--- config.mk ---
export PLATFORM = sky130hd
export DESIGN_NAME = microwave_control
export DESIGN_NICKNAME = d
export VERILOG_FILES = /design/src/rtl/microwave_control.sv
export SDC_FILE = /design/constraint.sdc
export NUM_CORES = 1
export LEC_CHECK = 0
export ABC_AREA = 1
export CAP_MARGIN = 20
export CORE_MARGIN = 4
export CORE_UTILIZATION = 55
export DETAILED_ROUTE_END_ITERATION = 7
export GPL_TIMING_DRIVEN = 0
export PLACE_DENSITY = 0.85
export REMOVE_ABC_BUFFERS = 1
export SYNTH_ARGS = -nofsm -noshare
export SYNTH_HDL_FRONTEND = slang
export SYNTH_SLANG_ARGS = --single-unit
--- constraint.sdc ---
create_clock -name clk -period 4.45 [get_ports clk]
set_clock_uncertainty 0.05 [all_clocks]
set_input_delay 0.6675 -clock clk [delete_from_list [all_inputs] [get_ports clk]]
set_output_delay 0.6675 -clock clk [all_outputs]
set_load 0.02 [all_outputs]
--- src/rtl/microwave_control.sv ---
// Control FSM for the MM:SS microwave timer: edge-detects the front-panel buttons, gates the
// counter's load/enable/clear strobes and drives the magnetron and end-of-cook outputs.
module microwave_control #(
  parameter int unsigned TICK_DIV    = 50_000_000,
  parameter int unsigned DONE_CYCLES = 3
) (
  input  logic       clk,
  input  logic       clear,
  input  logic       start,
  input  logic       stop,
  input  logic       cancel,
  input  logic       door_closed,
  input  logic       key_valid,
  input  logic       zero,
  output logic       timer_load,
  output logic       timer_enable,
  output logic       timer_clear,
  output logic       mag_on,
  output logic       done,
  output logic [1:0] state
);

  localparam int unsigned PW = $clog2(TICK_DIV);
  localparam int unsigned DW = $clog2(DONE_CYCLES + 1);

  typedef enum logic [1:0] {
    StIdle  = 2'd0,
    StCook  = 2'd1,
    StPause = 2'd2,
    StDone  = 2'd3
  } state_e;

  state_e        state_q, state_d;
  logic [PW-1:0] presc_q, presc_d;
  logic [DW-1:0] done_cnt_q, done_cnt_d;
  logic          start_q, start_q2, stop_q, stop_q2, cancel_q, cancel_q2;
  logic          start_edge, stop_edge, cancel_edge;
  logic          presc_wrap, done_last;

  assign start_edge  = start_q & ~start_q2;
  assign stop_edge   = stop_q & ~stop_q2;
  assign cancel_edge = cancel_q & ~cancel_q2;
  assign presc_wrap  = (presc_q == PW'(TICK_DIV - 1));
  assign done_last   = (done_cnt_q == DW'(DONE_CYCLES - 1));

  // Button registers reset high so a button held through reset never yields an edge.
  always_ff @(posedge clk) begin
    if (clear) begin
      state_q    <= StIdle;
      presc_q    <= '0;
      done_cnt_q <= '0;
      start_q    <= 1'b1;
      start_q2   <= 1'b1;
      stop_q     <= 1'b1;
      stop_q2    <= 1'b1;
      cancel_q   <= 1'b1;
      cancel_q2  <= 1'b1;
    end else begin
      state_q    <= state_d;
      presc_q    <= presc_d;
      done_cnt_q <= done_cnt_d;
      start_q    <= start;
      start_q2   <= start_q;
      stop_q     <= stop;
      stop_q2    <= stop_q;
      cancel_q   <= cancel;
      cancel_q2  <= cancel_q;
    end
  end

  always_comb begin
    state_d = state_q;
    unique case (state_q)
      StIdle: begin
        if (!cancel_edge && !stop_edge && start_edge && door_closed && !zero) begin
          state_d = StCook;
        end
      end
      StCook: begin
        if (cancel_edge) begin
          state_d = StIdle;
        end else if (!door_closed || stop_edge) begin
          state_d = StPause;
        end else if (zero) begin
          state_d = StDone;
        end
      end
      StPause: begin
        if (cancel_edge || stop_edge) begin
          state_d = StIdle;
        end else if (start_edge && door_closed) begin
          state_d = StCook;
        end
      end
      StDone: begin
        if (cancel_edge || start_edge || done_last) begin
          state_d = StIdle;
        end
      end
      default: state_d = StIdle;
    endcase
  end

  // Prescaler restarts on every COOK entry so a resume always waits a full tick.
  always_comb begin
    presc_d = presc_q;
    if (state_d == StCook && state_q != StCook) begin
      presc_d = '0;
    end else if (state_q == StCook) begin
      presc_d = presc_wrap ? '0 : presc_q + PW'(1);
    end
    done_cnt_d = (state_q == StDone) ? done_cnt_q + DW'(1) : '0;
  end

  always_comb begin
    timer_load   = 1'b0;
    timer_enable = 1'b0;
    timer_clear  = clear;
    unique case (state_q)
      StIdle: begin
        timer_load = key_valid & ~clear;
        if (cancel_edge) timer_clear = 1'b1;
      end
      StCook: begin
        timer_enable = presc_wrap & ~zero & door_closed & ~stop_edge & ~cancel_edge & ~clear;
        if (cancel_edge) timer_clear = 1'b1;
      end
      StPause: begin
        if (cancel_edge || stop_edge) timer_clear = 1'b1;
      end
      default: ;
    endcase
  end

  assign mag_on = (state_q == StCook);
  assign done   = (state_q == StDone);
  assign state  = state_q;

endmodule

Yosys cells after proc, flatten, opt, wreduce, memory -nomap -nowiden
Index checks and enable logic that the tools add are counted.
W data, S select, Z words.
{ "word_totals": {"in_bits": 8, "ff_bits": 36, "output_inout_bits": 7, "word_cells": 67} }
{ "classes": {"eq_ne": 7, "n_mux": 14, "add_sub_neg": 2, "bitwise_logic": 17, "reduce_logical": 18} }
{ "op_table": {"columns": ["cell", "n"], "rows": [
  ["$add A26 B1 Y26 const B", 1],
  ["$eq A26 B26 Y1 const B", 1],
  ["$mux W26", 1],
  ["$mux W2", 7],
  ["$and A1 B1 Y1", 9],
  ["$not A1 Y1", 8],
  ["$pmux W2 S4", 1],
  ["$eq A2 B2 Y1 const B", 3],
  ["$logic_and A1 B1 Y1", 6],
  ["$reduce_or A2 Y1", 3],
  ["$eq A2 B1 Y1 const B", 2],
  ["$logic_not A1 Y1", 4],
  ["$logic_or A1 B1 Y1", 4],
  ["$mux W1", 4],
  ["$add A2 B1 Y2 const B", 1],
  ["$logic_not A2 Y1", 1],
  ["$ne A2 B1 Y1 const B", 1],
  ["$pmux W1 S2", 1]
]} }

Depth between registers and ports, before layout
Gate-level depths: netlist (run 1).
{ "depth": {"word_depth": 12, "mapped_depth": 9} }

Worst setup path before layout (run 1)
OpenSTA, ideal clock, no wires.
{ "synth_path": {"path_type": "register to output", "start": "register presc_q[0]", "end": "output port timer_enable", "required_time_ns": 3.733, "arrival_ns": 1.488, "path_buffers": 0, "stages_incl_launch_ff": 8, "path_slack_ns": 2.244, "cell_sequence": "dfxtp_1 ha_1 nand2_1 nor2_2 nand2_2 nor3_4 nand3_4 nor3b_2"} }
{ "synth_between": {"elab_chain_cells": 7} }
{ "synth_lines": {"columns": ["item", "line", "rtl"], "rows": [
  ["from (decl)", "34", "logic [PW-1:0] presc_q, presc_d;"],
  ["from (signal assigned)", "60", "presc_q <= presc_d;"],
  ["$eq A26 B26 Y1", "43", "assign presc_wrap = (presc_q == PW'(TICK_DIV - 1));"],
  ["$and A1 B1 Y1 (5 in a row)", "125", "timer_enable = presc_wrap & ~zero & door_closed & ~stop_edge & ~cancel_edge & ~clear;"],
  ["$mux W1", "119", "unique case (state_q)"],
  ["to (decl)", "16", "output logic timer_enable,"]
]} }
No other way between the ends.

Worst setup path in the final report (run 1)
{ "layout_path": {"start": "input port clear", "end": "output port timer_clear"} }
{ "layout_between": {"elab_chain_cells": 2, "word_cells_on_any_way": 3} }
{ "layout_lines": {"columns": ["item", "line", "rtl"], "rows": [
  ["from (decl)", "8", "input logic clear,"],
  ["$mux W1, on equally long branches", "129, 122, 126", null],
  ["$pmux W1 S2 *", "119", null],
  ["to (decl)", "17", "output logic timer_clear,"]
]} }
Every way passes the cells marked *; elsewhere a longest branch is shown, timed or not.

==> results.cfg, run 1 <==
[clock_tree]
cts_buffers = 5
htree_num_levels = 2
clk_latency_ns = 0.29
cts_hold_buf = 0
clk_pin_slew_ns = 0.07
clock_sinks = 36
cts_tree = yes
cts_root_buf = clkbuf_8
cts_resized = 0
cts_buffer_depth = 2
post-cts-setup-buffers = 0

[synth]
ys_ff_latch = 36
synthFlopType = dfxtp_1
synth_cells = 330
ys_warn_count = 0
yosysSeqAreaShare = 0.332
avgSynthCellArea_um2 = 6.57
async_flop_share = 0
synth_edf_count = 0
ys_types = 34
synth_area_um2 = 2170

[sta]
slew_violations = 0
timing.setup.tns_ns = 0
finalCritPeriodShare = 0.712
worst_slew_pin_slew_ns = 0.512
rsz0062_at_grt = no
setup_viol = 0
hold_viol = 0
timing.fmax_mhz = 316
period_needed_ns = 3.17
slew_headroom = 0.657

[worst_setup_path]
crit_path_end_kind = output port
crit_path_start = clear
crit-reg2reg-launch = presc_q[0]
cp_data_required_time_ns = 3.73
path_class = in2out
cp_max_fo = 11
cp-start-kind = input port
crit_arrival_ns = 2.45

[power]
p_sw_mw = 0.137
clock_power_share = 0.394
ir_drop_uv = 222
leakagePower_nw = 0.852
p_seq_frac = 0.560
comb_power_share = 0.046
power_density_nw_per_um2 = 240
p_int_mw = 0.446
swShare = 0.235

[global_routing]
antenna_found_initial = 0
first_global_vias = 1879
gr-total-overflow = 0
grt.total_usage = 0.199
grt_max_degree = 27
grt_pass1_wl_mm = 8.05

[routing]
dr.pass1.iters = 4
viasPerCell = 5.04
route.detailed.drc = 0
drt-initial-drc-count = 89
routedWlPerCell_um = 11.8
wirelength_mm = 4.69
vias = 1994
postRouteAntennaNets = 0

[cells_and_area]
num-fill-cells = 368
drive_gt1_frac = 0.141
fin_nets = 357
antenna-diode-count = 0
design_area_um2 = 2420
syn2layout_area_growth_pct = 11.7

[job]
maxCapViolCount = 0

[place]
portBuffers = 14
dp_hpwl_mm = 3.56
place_congestion = 0.957
place_area_um2 = 2340

[floorplanning]
row_count = 22
pin_count = 15
die_w_um = 70.8
die_y_um = 70.8
core_um2 = 3740
start_util = 0.580
dieArea_um2 = 5010

[status]
status = complete, no violations

[min_path]
hold_start = done_cnt_q[0]
hold_class = reg2reg
power by group through the flow:
stage	Sequential, mW	Combinational, mW	Clock (mW)
after global placement	0.334	0.0263	0
after CTS	0.326	0.0270	0.238
after floorplan	0.334	0.0133	0
after global routing	0.326	0.0293	0.248
final	0.326	0.0265	0.230
after detailed placement	0.334	0.0266	0
final timing paths:
kind	slack, ns	endpoint	depth (start not counted)
worst max-delay path	1.28	timer_clear	6
worst min-delay path	0.38	done_cnt_q[0]	1
worst max register to register	2.72	presc_q[12]	8
worst min register to register	0.38	done_cnt_q[0]	1
synth_stat cells, types with 4 or more instances:
cell / count / area (um2)
a21oi_1: 8 / 40.0
dfxtp_1: 36 / 721
inv_1: 40 / 150
inv_2: 5 / 18.8
nand2_1: 77 / 289
nand2_2: 6 / 37.5
nand3_1: 38 / 190
nand4_1: 8 / 50.1
nor2_1: 54 / 203
nor2_2: 12 / 75.1
nor3_1: 5 / 25.0
or2_2: 6 / 37.5
xor2_1: 4 / 35.0
metrics by stage:
| step | power (mW) | util | std cells | hold WS [ns] | worst slack, ns |
|---|---|---|---|---|---|
| floorplan | 0.347 | - | 326 | 0.348 | 2.24 |
| global placement | 0.360 | 0.624 | 388 | 0.361 | 1.30 |
| detailed placement | 0.360 | 0.624 | 388 | 0.368 | 1.32 |
| CTS | 0.591 | 0.647 | 396 | 0.379 | 1.26 |
| global route | 0.604 | 0.647 | 396 | 0.405 | 1.14 |
| finish | 0.583 | 0.647 | 396 | 0.376 | 1.28 |
kinds of logic after synthesis:
group	after synthesis	synth area share
simple gates	219	0.491
buf+inv	49	0.0934
flops	36	0.332
compound gates	19	0.0519
xor+xnor	5	0.0202
fa+ha+maj	2	0.0115
metal layers:
metal  GRT usage  vias up  routed length (um)
met5           0        -                   0
met4      0.0605        0                  56
met3      0.0412        5                 234
met2       0.340       47                2220
met1       0.250      863                2170
li1            -     1079                   -
critical path, cell delays in order:
cell             delay (ns)
clkdlybuf4s50_1        0.66
inv_1                  0.17
nand2_1                0.14
a31oi_1                0.06
a21oi_1                0.14
clkdlybuf4s50_1        0.62
placed cells by master, fill, tap and decap left out, types with 2 or more instances in the layout:
cell type / Yosys / routed
nand2_1: 77 / 77
nor2_1: 54 / 54
inv_1: 40 / 40
nand3_1: 38 / 38
dfxtp_1: 36 / 36
clkdlybuf4s50_1: 0 / 14
nor2_2: 12 / 12
a21oi_1: 8 / 8
nand4_1: 8 / 8
nand2_2: 6 / 6
or2_2: 6 / 6
inv_2: 5 / 5
nor3_1: 5 / 5
clkbuf_8: 0 / 5
xor2_1: 4 / 4
nor2_4: 3 / 3
nand3_2: 3 / 3
o21ai_0: 3 / 3
o21bai_1: 3 / 3
ha_1: 2 / 2
clkinv_2: 0 / 2
layout make-up:
cell class              count  area [um2]  share of cell area
well taps                  48        60.1              0.0248
flip-flops and latches     36         721               0.297
multi-input cells         245        1250               0.514
repair buffers             14         140              0.0578
clock buffers               5        68.8              0.0284
clock inverters             3        18.8             0.00774
inverters                  45         169              0.0697
registers in the layout (all words and copies together), names as in the netlist:
register / flops
presc_q: 26
state: 2
done_cnt_q: 2
stop_q: 1
start_q: 1
start_q2: 1
cancel_q2: 1
stop_q2: 1
cancel_q: 1
Power figures use the tool's default switching activity.
==> inputs of run 2 (changes only) <==
CORE_UTILIZATION = 53   (was 55)
PLACE_DENSITY = 0.86   (was 0.85)
clock period = 2.83 ns   (was 4.45 ns; I/O delays follow)
==> results.cfg, run 2 (same netlist as run 1, synthesis figures left out) <==
[floorplanning]
die_y_um = 72.0
dieArea_um2 = 5180
die_w_um = 72.0
core_um2 = 3800
start_util = 0.571
row_count = 22
pin_count = 15

[clock_tree]
htree_num_levels = 2
cts_root_buf = clkbuf_8
clk_latency_ns = 0.30
cts_buffers = 5
clock_sinks = 36
clk_pin_slew_ns = 0.07
post-cts-setup-buffers = 0
cts_hold_buf = 0
cts_tree = yes
cts_buffer_depth = 2

[worst_setup_path]
cp_data_required_time_ns = 2.36
r2r_cells = 8
cp_max_fo = 11
crit_path_end_kind = output port
path_class = in2out
cp-start-kind = input port
r2r_setup_slack_ns = 1.10
crit-reg2reg-launch = presc_q[0]
r2r_end = presc_q[7]
crit_arrival_ns = 2.16

[sta]
setup_viol = 0
slew_violations = 0
worst_slew_pin_slew_ns = 0.542
timing.final.ws_setup_ns = 0.192
period_needed_ns = 2.64
hold_viol = 0
finalCritPeriodShare = 0.932
slew_headroom = 0.637
timing.fmax_mhz = 379
timing.setup.tns_ns = 0
rsz0062_at_grt = no
timing.hold.ws_ns = 0.372

[cells_and_area]
layout_commonest_cell = nand2_1
largest-register = presc_q
syn2layout_area_growth_pct = 12.8
antenna-diode-count = 0
drive_gt1_frac = 0.141
largest_reg_flops = 26
fin_nets = 357
layout_common_cells = 77 x nand2_1, 54 x nor2_1, 40 x inv_1

[global_routing]
grt.total_usage = 0.193
gr-total-overflow = 0
antenna_found_initial = 0
first_global_vias = 1773
grt_pass1_wl_mm = 7.94
grt_max_degree = 27

[power]
leakagePower_nw = 0.860
ir_drop_uv = 321
power_density_nw_per_um2 = 412

[routing]
wl_met2_mm = 2.17
dr.pass1.iters = 4
drt-initial-drc-count = 148
viasPerCell = 5.15
wirelength_mm = 4.65
wl_met1_mm = 2.22
postRouteAntennaNets = 0
dr.max_layer_used = met4
route.detailed.drc = 0
vias = 2040
dr_wl_met3_um = 191
routedWlPerCell_um = 11.7

[place]
portBuffers = 14
place_congestion = 0.899
dp_hpwl_mm = 3.54
place_ws_ns = 0.201

[job]
maxCapViolCount = 0

[status]
status = complete, no violations

[min_path]
whs_path_depth = 1
hold_class = reg2reg
min_to = done_cnt_q[0]
hold_start = done_cnt_q[0]
-- run 2: changes by cell type in the layout (fill, tap and decap cells not counted) --
| cell | delta |
|---|---|
| bufinv_16 | +1 |
| clkinv_2 | -1 |
| clkdlybuf4s50_1 | -1 |
| clkinvlp_4 | +1 |
| clkdlybuf4s15_1 | +1 |
| clkinv_4 | -1 |
-- run 2: critical path: stages --
cell and delay, ns:
clkdlybuf4s50_1 0.65, inv_1 0.15, nand2_1 0.12, a31oi_1 0.05
a21oi_1 0.13, clkdlybuf4s50_1 0.63
-- run 2: cell type report --
class | count | area [um2]
Timing Repair Buffer | 14 | 140
Multi-Input combinational cell | 245 | 1250
Sequential cell | 36 | 721
Fill cell | 333 | 1350
Clock inverter | 3 | 42.5
Tap cell | 48 | 60.1
Inverter | 45 | 169
Clock buffer | 5 | 68.8
-- run 2: routing by layer --
layer / global-route usage / vias up
met5: 0 / -
met1: 0.247 / 924
li1: - / 1079
met4: 0.0647 / 0
met2: 0.317 / 31
met3: 0.0499 / 6
-- run 2: per-stage QoR --
stage	utilization	cells	total power, mW	instance area, um2
after floorplan	-	326	0.546	2140
after global placement	0.615	388	0.566	2340
after detailed placement	0.615	388	0.566	2340
after CTS	0.644	396	1.02	2450
after global routing	0.644	396	1.04	2450
final	0.644	396	1.01	2450
-- run 2: power breakdown --
part,leakage (nW),internal [mW],switching (mW)
Clock,0.0541,0.261,0.193
Combinational,0.514,0.0190,0.0226
Sequential,0.291,0.511,0.00231
Total,0.860,0.790,0.218
-- run 2: timing repair --
action / CTS / global route
endpoints found under the hold margin: 0 / 0
setup endpoints to repair: 1 / 1
gates cloned: 0 / 0
gates resized for setup: 1 / 1
-- run 2: worst max path at each step --
| stage | slack, ns | from | end | cells after the start |
|---|---|---|---|---|
| floorplan | 0.87 | presc_q[0] | timer_enable | 7 |
| global placement | 0.19 | clear | timer_clear | 6 |
| detailed placement | 0.20 | clear | timer_clear | 6 |
| CTS | 0.18 | presc_q[1] | timer_enable | 8 |
| global route | 0.02 | presc_q[1] | timer_enable | 8 |
| finish | 0.19 | clear | timer_clear | 6 |
